**src/rtl/fnd_scan.sv**
```systemverilog
// Time-multiplexed N-digit 7-segment driver: staged digit capture, frame-aligned display
// update, hex/decimal decode, leading-zero blanking and per-digit blank/blink/dp.
module fnd_scan #(
  parameter int NUM_DIGITS   = 4,
  parameter int SCAN_DIV     = 50000,
  parameter int HEX_MODE     = 1,
  parameter int BLINK_FRAMES = 64
) (
  input  logic                    clk,
  input  logic                    rst,
  input  logic                    load,
  input  logic [4*NUM_DIGITS-1:0] digits,
  input  logic [NUM_DIGITS-1:0]   blank,
  input  logic [NUM_DIGITS-1:0]   blink,
  input  logic [NUM_DIGITS-1:0]   dp,
  input  logic                    lz_en,
  output logic [6:0]              seg_n,
  output logic                    dp_n,
  output logic [NUM_DIGITS-1:0]   dig_n,
  output logic                    frame_done
);

  localparam int CW = (SCAN_DIV > 1) ? $clog2(SCAN_DIV) : 1;
  localparam int IW = $clog2(NUM_DIGITS);
  localparam int BW = (BLINK_FRAMES > 1) ? $clog2(BLINK_FRAMES) : 1;
  localparam logic [CW-1:0] CNT_LAST = CW'(SCAN_DIV - 1);
  localparam logic [IW-1:0] IDX_LAST = IW'(NUM_DIGITS - 1);
  localparam logic [BW-1:0] BLK_LAST = BW'(BLINK_FRAMES - 1);

  function automatic logic [6:0] decode(input logic [3:0] v);
    case (v)
      4'h0:    decode = 7'h40;
      4'h1:    decode = 7'h79;
      4'h2:    decode = 7'h24;
      4'h3:    decode = 7'h30;
      4'h4:    decode = 7'h19;
      4'h5:    decode = 7'h12;
      4'h6:    decode = 7'h02;
      4'h7:    decode = 7'h78;
      4'h8:    decode = 7'h00;
      4'h9:    decode = 7'h10;
      4'hA:    decode = (HEX_MODE != 0) ? 7'h08 : 7'h7F;
      4'hB:    decode = (HEX_MODE != 0) ? 7'h03 : 7'h7F;
      4'hC:    decode = (HEX_MODE != 0) ? 7'h46 : 7'h7F;
      4'hD:    decode = (HEX_MODE != 0) ? 7'h21 : 7'h7F;
      4'hE:    decode = (HEX_MODE != 0) ? 7'h06 : 7'h7F;
      4'hF:    decode = (HEX_MODE != 0) ? 7'h0E : 7'h7F;
      default: decode = 7'h7F;
    endcase
  endfunction

  logic [CW-1:0]           cnt_q, cnt_d;
  logic [IW-1:0]           idx_q, idx_d;
  logic [BW-1:0]           blk_q, blk_d;
  logic                    phase_q, phase_d;
  logic [4*NUM_DIGITS-1:0] stg_dig_q, stg_dig_d, disp_dig_q, disp_dig_d;
  logic [NUM_DIGITS-1:0]   stg_blank_q, stg_blank_d, disp_blank_q, disp_blank_d;
  logic [NUM_DIGITS-1:0]   stg_blink_q, stg_blink_d, disp_blink_q, disp_blink_d;
  logic [NUM_DIGITS-1:0]   stg_dp_q, stg_dp_d, disp_dp_q, disp_dp_d;
  logic                    stg_lz_q, stg_lz_d, disp_lz_q, disp_lz_d;
  logic [6:0]              seg_q, seg_d;
  logic                    dpn_q, dpn_d;
  logic [NUM_DIGITS-1:0]   dig_q, dig_d;
  logic                    fd_q, fd_d;

  logic                    tick_s, frame_end_s, dark_s, hi_zero_s;
  logic [3:0]              cur_val_s;
  logic [NUM_DIGITS-1:0]   lz_dark_s;

  assign tick_s      = (cnt_q == CNT_LAST);
  assign frame_end_s = tick_s && (idx_q == IDX_LAST);

  // Leading-zero mask over the display regs, then the dark decision for the digit in view.
  always_comb begin
    hi_zero_s = 1'b1;
    lz_dark_s = '0;
    for (int i = NUM_DIGITS - 1; i >= 0; i--) begin
      hi_zero_s    = hi_zero_s & (disp_dig_q[4*i +: 4] == 4'h0);
      lz_dark_s[i] = disp_lz_q & hi_zero_s & (i != 0);
    end
    cur_val_s = disp_dig_q[4*idx_q +: 4];
    dark_s    = disp_blank_q[idx_q] | (disp_blink_q[idx_q] & phase_q) | lz_dark_s[idx_q];
  end

  // Next-state for scan position, prescaler, blink timing, staging/display and pin outputs.
  always_comb begin
    cnt_d        = cnt_q;
    idx_d        = idx_q;
    blk_d        = blk_q;
    phase_d      = phase_q;
    seg_d        = seg_q;
    dpn_d        = dpn_q;
    dig_d        = dig_q;
    fd_d         = frame_end_s;
    disp_dig_d   = disp_dig_q;
    disp_blank_d = disp_blank_q;
    disp_blink_d = disp_blink_q;
    disp_dp_d    = disp_dp_q;
    disp_lz_d    = disp_lz_q;

    if (tick_s) begin
      cnt_d = '0;
      idx_d = (idx_q == IDX_LAST) ? '0 : idx_q + 1'b1;
      dig_d = '1;
      dig_d[idx_q] = 1'b0;
      if (dark_s) begin
        seg_d = 7'h7F;
        dpn_d = 1'b1;
      end else begin
        seg_d = decode(cur_val_s);
        dpn_d = ~disp_dp_q[idx_q];
      end
    end else begin
      cnt_d = cnt_q + 1'b1;
    end

    // Display takes the staging copy only at frame boundaries, so a frame never tears.
    if (frame_end_s) begin
      disp_dig_d   = stg_dig_q;
      disp_blank_d = stg_blank_q;
      disp_blink_d = stg_blink_q;
      disp_dp_d    = stg_dp_q;
      disp_lz_d    = stg_lz_q;
      if (blk_q == BLK_LAST) begin
        blk_d   = '0;
        phase_d = ~phase_q;
      end else begin
        blk_d = blk_q + 1'b1;
      end
    end else begin
      blk_d = blk_q;
    end

    if (load) begin
      stg_dig_d   = digits;
      stg_blank_d = blank;
      stg_blink_d = blink;
      stg_dp_d    = dp;
      stg_lz_d    = lz_en;
    end else begin
      stg_dig_d   = stg_dig_q;
      stg_blank_d = stg_blank_q;
      stg_blink_d = stg_blink_q;
      stg_dp_d    = stg_dp_q;
      stg_lz_d    = stg_lz_q;
    end
  end

  // State and output registers.
  always_ff @(posedge clk or posedge rst) begin
    if (rst) begin
      cnt_q        <= '0;
      idx_q        <= '0;
      blk_q        <= '0;
      phase_q      <= 1'b0;
      stg_dig_q    <= '0;
      stg_blank_q  <= '0;
      stg_blink_q  <= '0;
      stg_dp_q     <= '0;
      stg_lz_q     <= 1'b0;
      disp_dig_q   <= '0;
      disp_blank_q <= '0;
      disp_blink_q <= '0;
      disp_dp_q    <= '0;
      disp_lz_q    <= 1'b0;
      seg_q        <= 7'h7F;
      dpn_q        <= 1'b1;
      dig_q        <= '1;
      fd_q         <= 1'b0;
    end else begin
      cnt_q        <= cnt_d;
      idx_q        <= idx_d;
      blk_q        <= blk_d;
      phase_q      <= phase_d;
      stg_dig_q    <= stg_dig_d;
      stg_blank_q  <= stg_blank_d;
      stg_blink_q  <= stg_blink_d;
      stg_dp_q     <= stg_dp_d;
      stg_lz_q     <= stg_lz_d;
      disp_dig_q   <= disp_dig_d;
      disp_blank_q <= disp_blank_d;
      disp_blink_q <= disp_blink_d;
      disp_dp_q    <= disp_dp_d;
      disp_lz_q    <= disp_lz_d;
      seg_q        <= seg_d;
      dpn_q        <= dpn_d;
      dig_q        <= dig_d;
      fd_q         <= fd_d;
    end
  end

  assign seg_n      = seg_q;
  assign dp_n       = dpn_q;
  assign dig_n      = dig_q;
  assign frame_done = fd_q;

endmodule

```
**config.mk**
```make
export PLATFORM = sky130hd
export DESIGN_NAME = fnd_scan
export DESIGN_NICKNAME = d
export VERILOG_FILES = /design/src/rtl/fnd_scan.sv
export SDC_FILE = /design/constraint.sdc
export NUM_CORES = 1
export LEC_CHECK = 0
export CORE_MARGIN = 2
export CORE_UTILIZATION = 50
export CTS_BUF_LIST = sky130_fd_sc_hd__clkbuf_8
export DETAILED_ROUTE_END_ITERATION = 7
export GPL_TIMING_DRIVEN = 0
export PLACE_DENSITY_LB_ADDON = 0.25
export SYNTH_ARGS = -nofsm -noshare
export SYNTH_HDL_FRONTEND = slang
export SYNTH_SLANG_ARGS = --single-unit
```
**constraint.sdc**
```tcl
create_clock -name clk -period 3.3 [get_ports clk]
set_input_delay 0.66 -clock clk [delete_from_list [all_inputs] [get_ports clk]]
set_output_delay 0.66 -clock clk [all_outputs]
set_load 0.1 [all_outputs]
```
==> results.cfg <==
[status]
result_of_the_run = complete, no violations

[final_layout]
fill_cells = 703
antenna_cell_count = 0
mostFrequentLayoutCell = dfrtp_1
sequential_cell_area_sq_mm = 0.00242
multiInputGateArea_sq_mm = 0.00178
finalNetCount = 431
most-common-layout-cells = dfrtp_1 (84), clkdlybuf4s50_1 (43), mux2_2 (36)
share_of_post_route_cells_with_drive_strength_above_1 = 0.207
syn_to_final_growth_pct = 18.0

[floorplan]
dieArea_sq_mm = 0.00936
die_w_um = 96.7
total_core_area_sq_mm = 0.00826
floorplan.initialDensity = 0.521
boundaryPins = 45
placementRows = 33
dieHeight_um = 96.7

[grt]
grt_first_pass_wirelength_um = 13600
grt_antenna_before_repair = 0
met1_usage = 0.250
grt_util_met3 = 0.0462
grt_util_all_layers = 0.179
grt_pass1_vias = 2816
met2_usage = 0.278
grt_start_max_net_pins = 69
top_usage_layer = met2
grt_remaining_overflow = 0

[place]
port_buffers = 43
gpl.final_weighted_congestion = 0.834
detailedPlace.worstSlack_ns = 0.420
dpl.hpwl_um = 5590

[yosys]
syn_area_per_cell_sq_um = 13.0
yosysTopAreaCell = dfrtp_1
dominantRegCellSynth = dfrtp_1
synthTopCellsByArea = dfrtp_1 (49%), mux2_2 (9.4%), dfstp_2 (7.3%)
net_count_of_the_mapped_netlist = 376
seq_area_frac_synth = 0.562
yosys_warnings = 0
synth_async_sr_flop_share = 1.00
yosys.area.top_type_share = 0.489
synthesis.instances = 332
syn_area_sq_mm = 0.00430
yosys.cell_types.count = 45
total_of_flip_flops_plus_latches_after_synthesis = 96
synth_edf_count = 0

[detailed_routing]
number_of_iterations_in_the_first_detailed_routing_pass = 4
drtIter0Drc = 165
detail_route.vias_per_cell = 5.47
drt-wirelength-per-cell_um = 15.4
antenna_violating_nets_post_route = 0
route.vias.total = 2718
drc = 0
finalWirelength_um = 7630

[pwr]
combPwrFrac = 0.053
power.density_cell_area_mw_per_mm2 = 403
power.share.switching = 0.238
net-switching-power_mw = 0.487
vdd.ir_drop.worst_v = 0.000276
power.internal_mw = 1.56
p_leak_nw = 2.23
seqPwrFrac = 0.601
pwr-share-clk = 0.346

[clock_network]
clk_pin_slew_ns = 0.10
post_cts_resize_count = 0
cts_buffers = 9
cts_max_level = 3
tritoncts_clock_tree = yes
worstSkewPairLatency_ns = 0.37
post_cts_buffers = 0
cts_sinks = 96
hold_fix_buffer_count_after_cts = 0
cts_buffer_depth = 2
root_buffer = clkbuf_8

[setup_path]
crit_path_start_kind = flip-flop
cp-end-kind = flip-flop
crit_path_cell_trace = buf_2 > mux4_2 > ha_1 > inv_1 > nor3_1 > a2111oi_0 > a41oi_1
criticalPathCategory = reg -> reg
cp_required_ns = 3.55
critical_path_arrival_ns = 3.15
cpMaxStageDelayCell = a2111oi_0
cp_slowest_stage_delay_ns = 0.74
cpLargestDelayFamily = compound AO/OA/AOI/OAI gates
worstPathBufferInverterCount = 2
worstPathMaxFanout = 10

[sta]
whs_ns = 0.489
fmax_ghz = 0.345
final.setup_skew_ns = 0.0137
finalWorstPathRequiredPeriod_ns = 2.90
layout_worst_path_cycle_share = 0.878
finalSetupViolations = 0
tightestPinTransition_ns = 0.974
worst_slew_margin_rel = 0.349
number_of_pins_with_negative_max_slew_slack_in_the_final_report = 0
timing_hold_violations_final = 0
rsz0062_at_grt = false
final_critical_path_setup_slack_ns = 0.404

[run]
max_cap_viol_count = 0

[min_path]
worst_hold_path_type = reg -> reg
-- state kept, by name, summed over array words and instances, names as in the netlist --
signal and count:
disp_blink_q 4, stg_dp_q 4, blk_q 6, stg_blink_q 4, frame_done 1, stg_dig_q 16
dp_n 1, phase_q 1, idx_q 2, seg_n 7, disp_dp_q 4, stg_blank_q 4
disp_dig_q 16, stg_lz_q 1, disp_blank_q 4, dig_n 4, disp_lz_q 1, cnt_q 16
-- through the flow --
stage / utilization / instance area [sq um] / instances / power [mW] / TNS, ns
2_1_floorplan: - / 4300 / 332 / 1.30 / 0
6_report: 0.614 / 5070 / 497 / 2.05 / 0
3_5_place_dp: 0.592 / 4890 / 481 / 1.37 / 0
5_1_grt: 0.614 / 5070 / 497 / 2.13 / 0
4_1_cts: 0.614 / 5070 / 497 / 2.08 / 0
3_3_place_gp: 0.589 / 4860 / 480 / 1.35 / -103.00
-- cell usage after synthesis (2+ instances only) --
cell type,n
a21oi_1,6
nand2_1,10
dfstp_2,12
nand2b_1,3
nor2b_1,2
mux2_1,26
a41oi_1,2
mux4_2,6
a211oi_1,2
and3_1,2
buf_2,3
mux2_2,36
nor4_1,2
a31oi_1,8
o21ai_0,8
nor3_1,5
buf_4,2
mux2i_1,4
nand4_1,3
xor2_1,6
clkbuf_1,8
inv_1,10
nor2_1,27
xnor2_1,10
ha_1,12
nand3_1,13
dfrtp_1,84
or4_1,3
-- routing by layer --
layer	up-vias	part of all wire
met5	-	0
met3	12	0.038
met1	1370	0.47
met4	0	0.016
li1	1289	-
met2	47	0.48
-- worst paths after layout --
path	from	slack [ns]	cells after the start	end
min in group asynchronous	rst	0.62	2	stg_dp_q[3]$_DFFE_PP0P_
setup reg to reg	idx_q[0]$_DFFE_PP0N_	0.40	7	seg_n[3]$_DFFE_PP1N_
setup / recovery	idx_q[0]$_DFFE_PP0N_	0.40	7	seg_n[3]$_DFFE_PP1N_
hold / removal	disp_dp_q[2]$_DFFE_PP0P_	0.49	1	disp_dp_q[2]$_DFFE_PP0P_
max in group asynchronous	rst	1.99	3	seg_n[1]$_DFFE_PP1N_
hold reg to reg	disp_dp_q[2]$_DFFE_PP0P_	0.49	1	disp_dp_q[2]$_DFFE_PP0P_
-- power by group through the flow --
stage,registers (mW),logic (mW),clock network [mW]
2_1_floorplan,1.25,0.0598,0
3_3_place_gp,1.25,0.103,0
3_5_place_dp,1.25,0.112,0
4_1_cts,1.23,0.112,0.734
5_1_grt,1.24,0.121,0.770
6_report,1.23,0.109,0.708
-- layout make-up --
type / instances / area share
plain buffers: 14 / 0.0126
repair buffers: 44 / 0.0903
flip-flops and latches: 96 / 0.477
well taps: 105 / 0.0259
clock buffers: 9 / 0.0244
multi-input cells: 211 / 0.351
inverters: 11 / 0.00863
clock inverters: 7 / 0.0111
-- logic make-up after synthesis --
group / Yosys count / share of synthesized area
AOI/OAI and AO/OA: 34 / 0.0503
adders and majority gates: 12 / 0.0349
xor gates and xnor gates: 16 / 0.0326
DFF: 96 / 0.562
buffers and inverters: 25 / 0.0244
and+or+nand+nor: 77 / 0.0925
muxes: 72 / 0.203
Power figures use the tool's default switching activity.
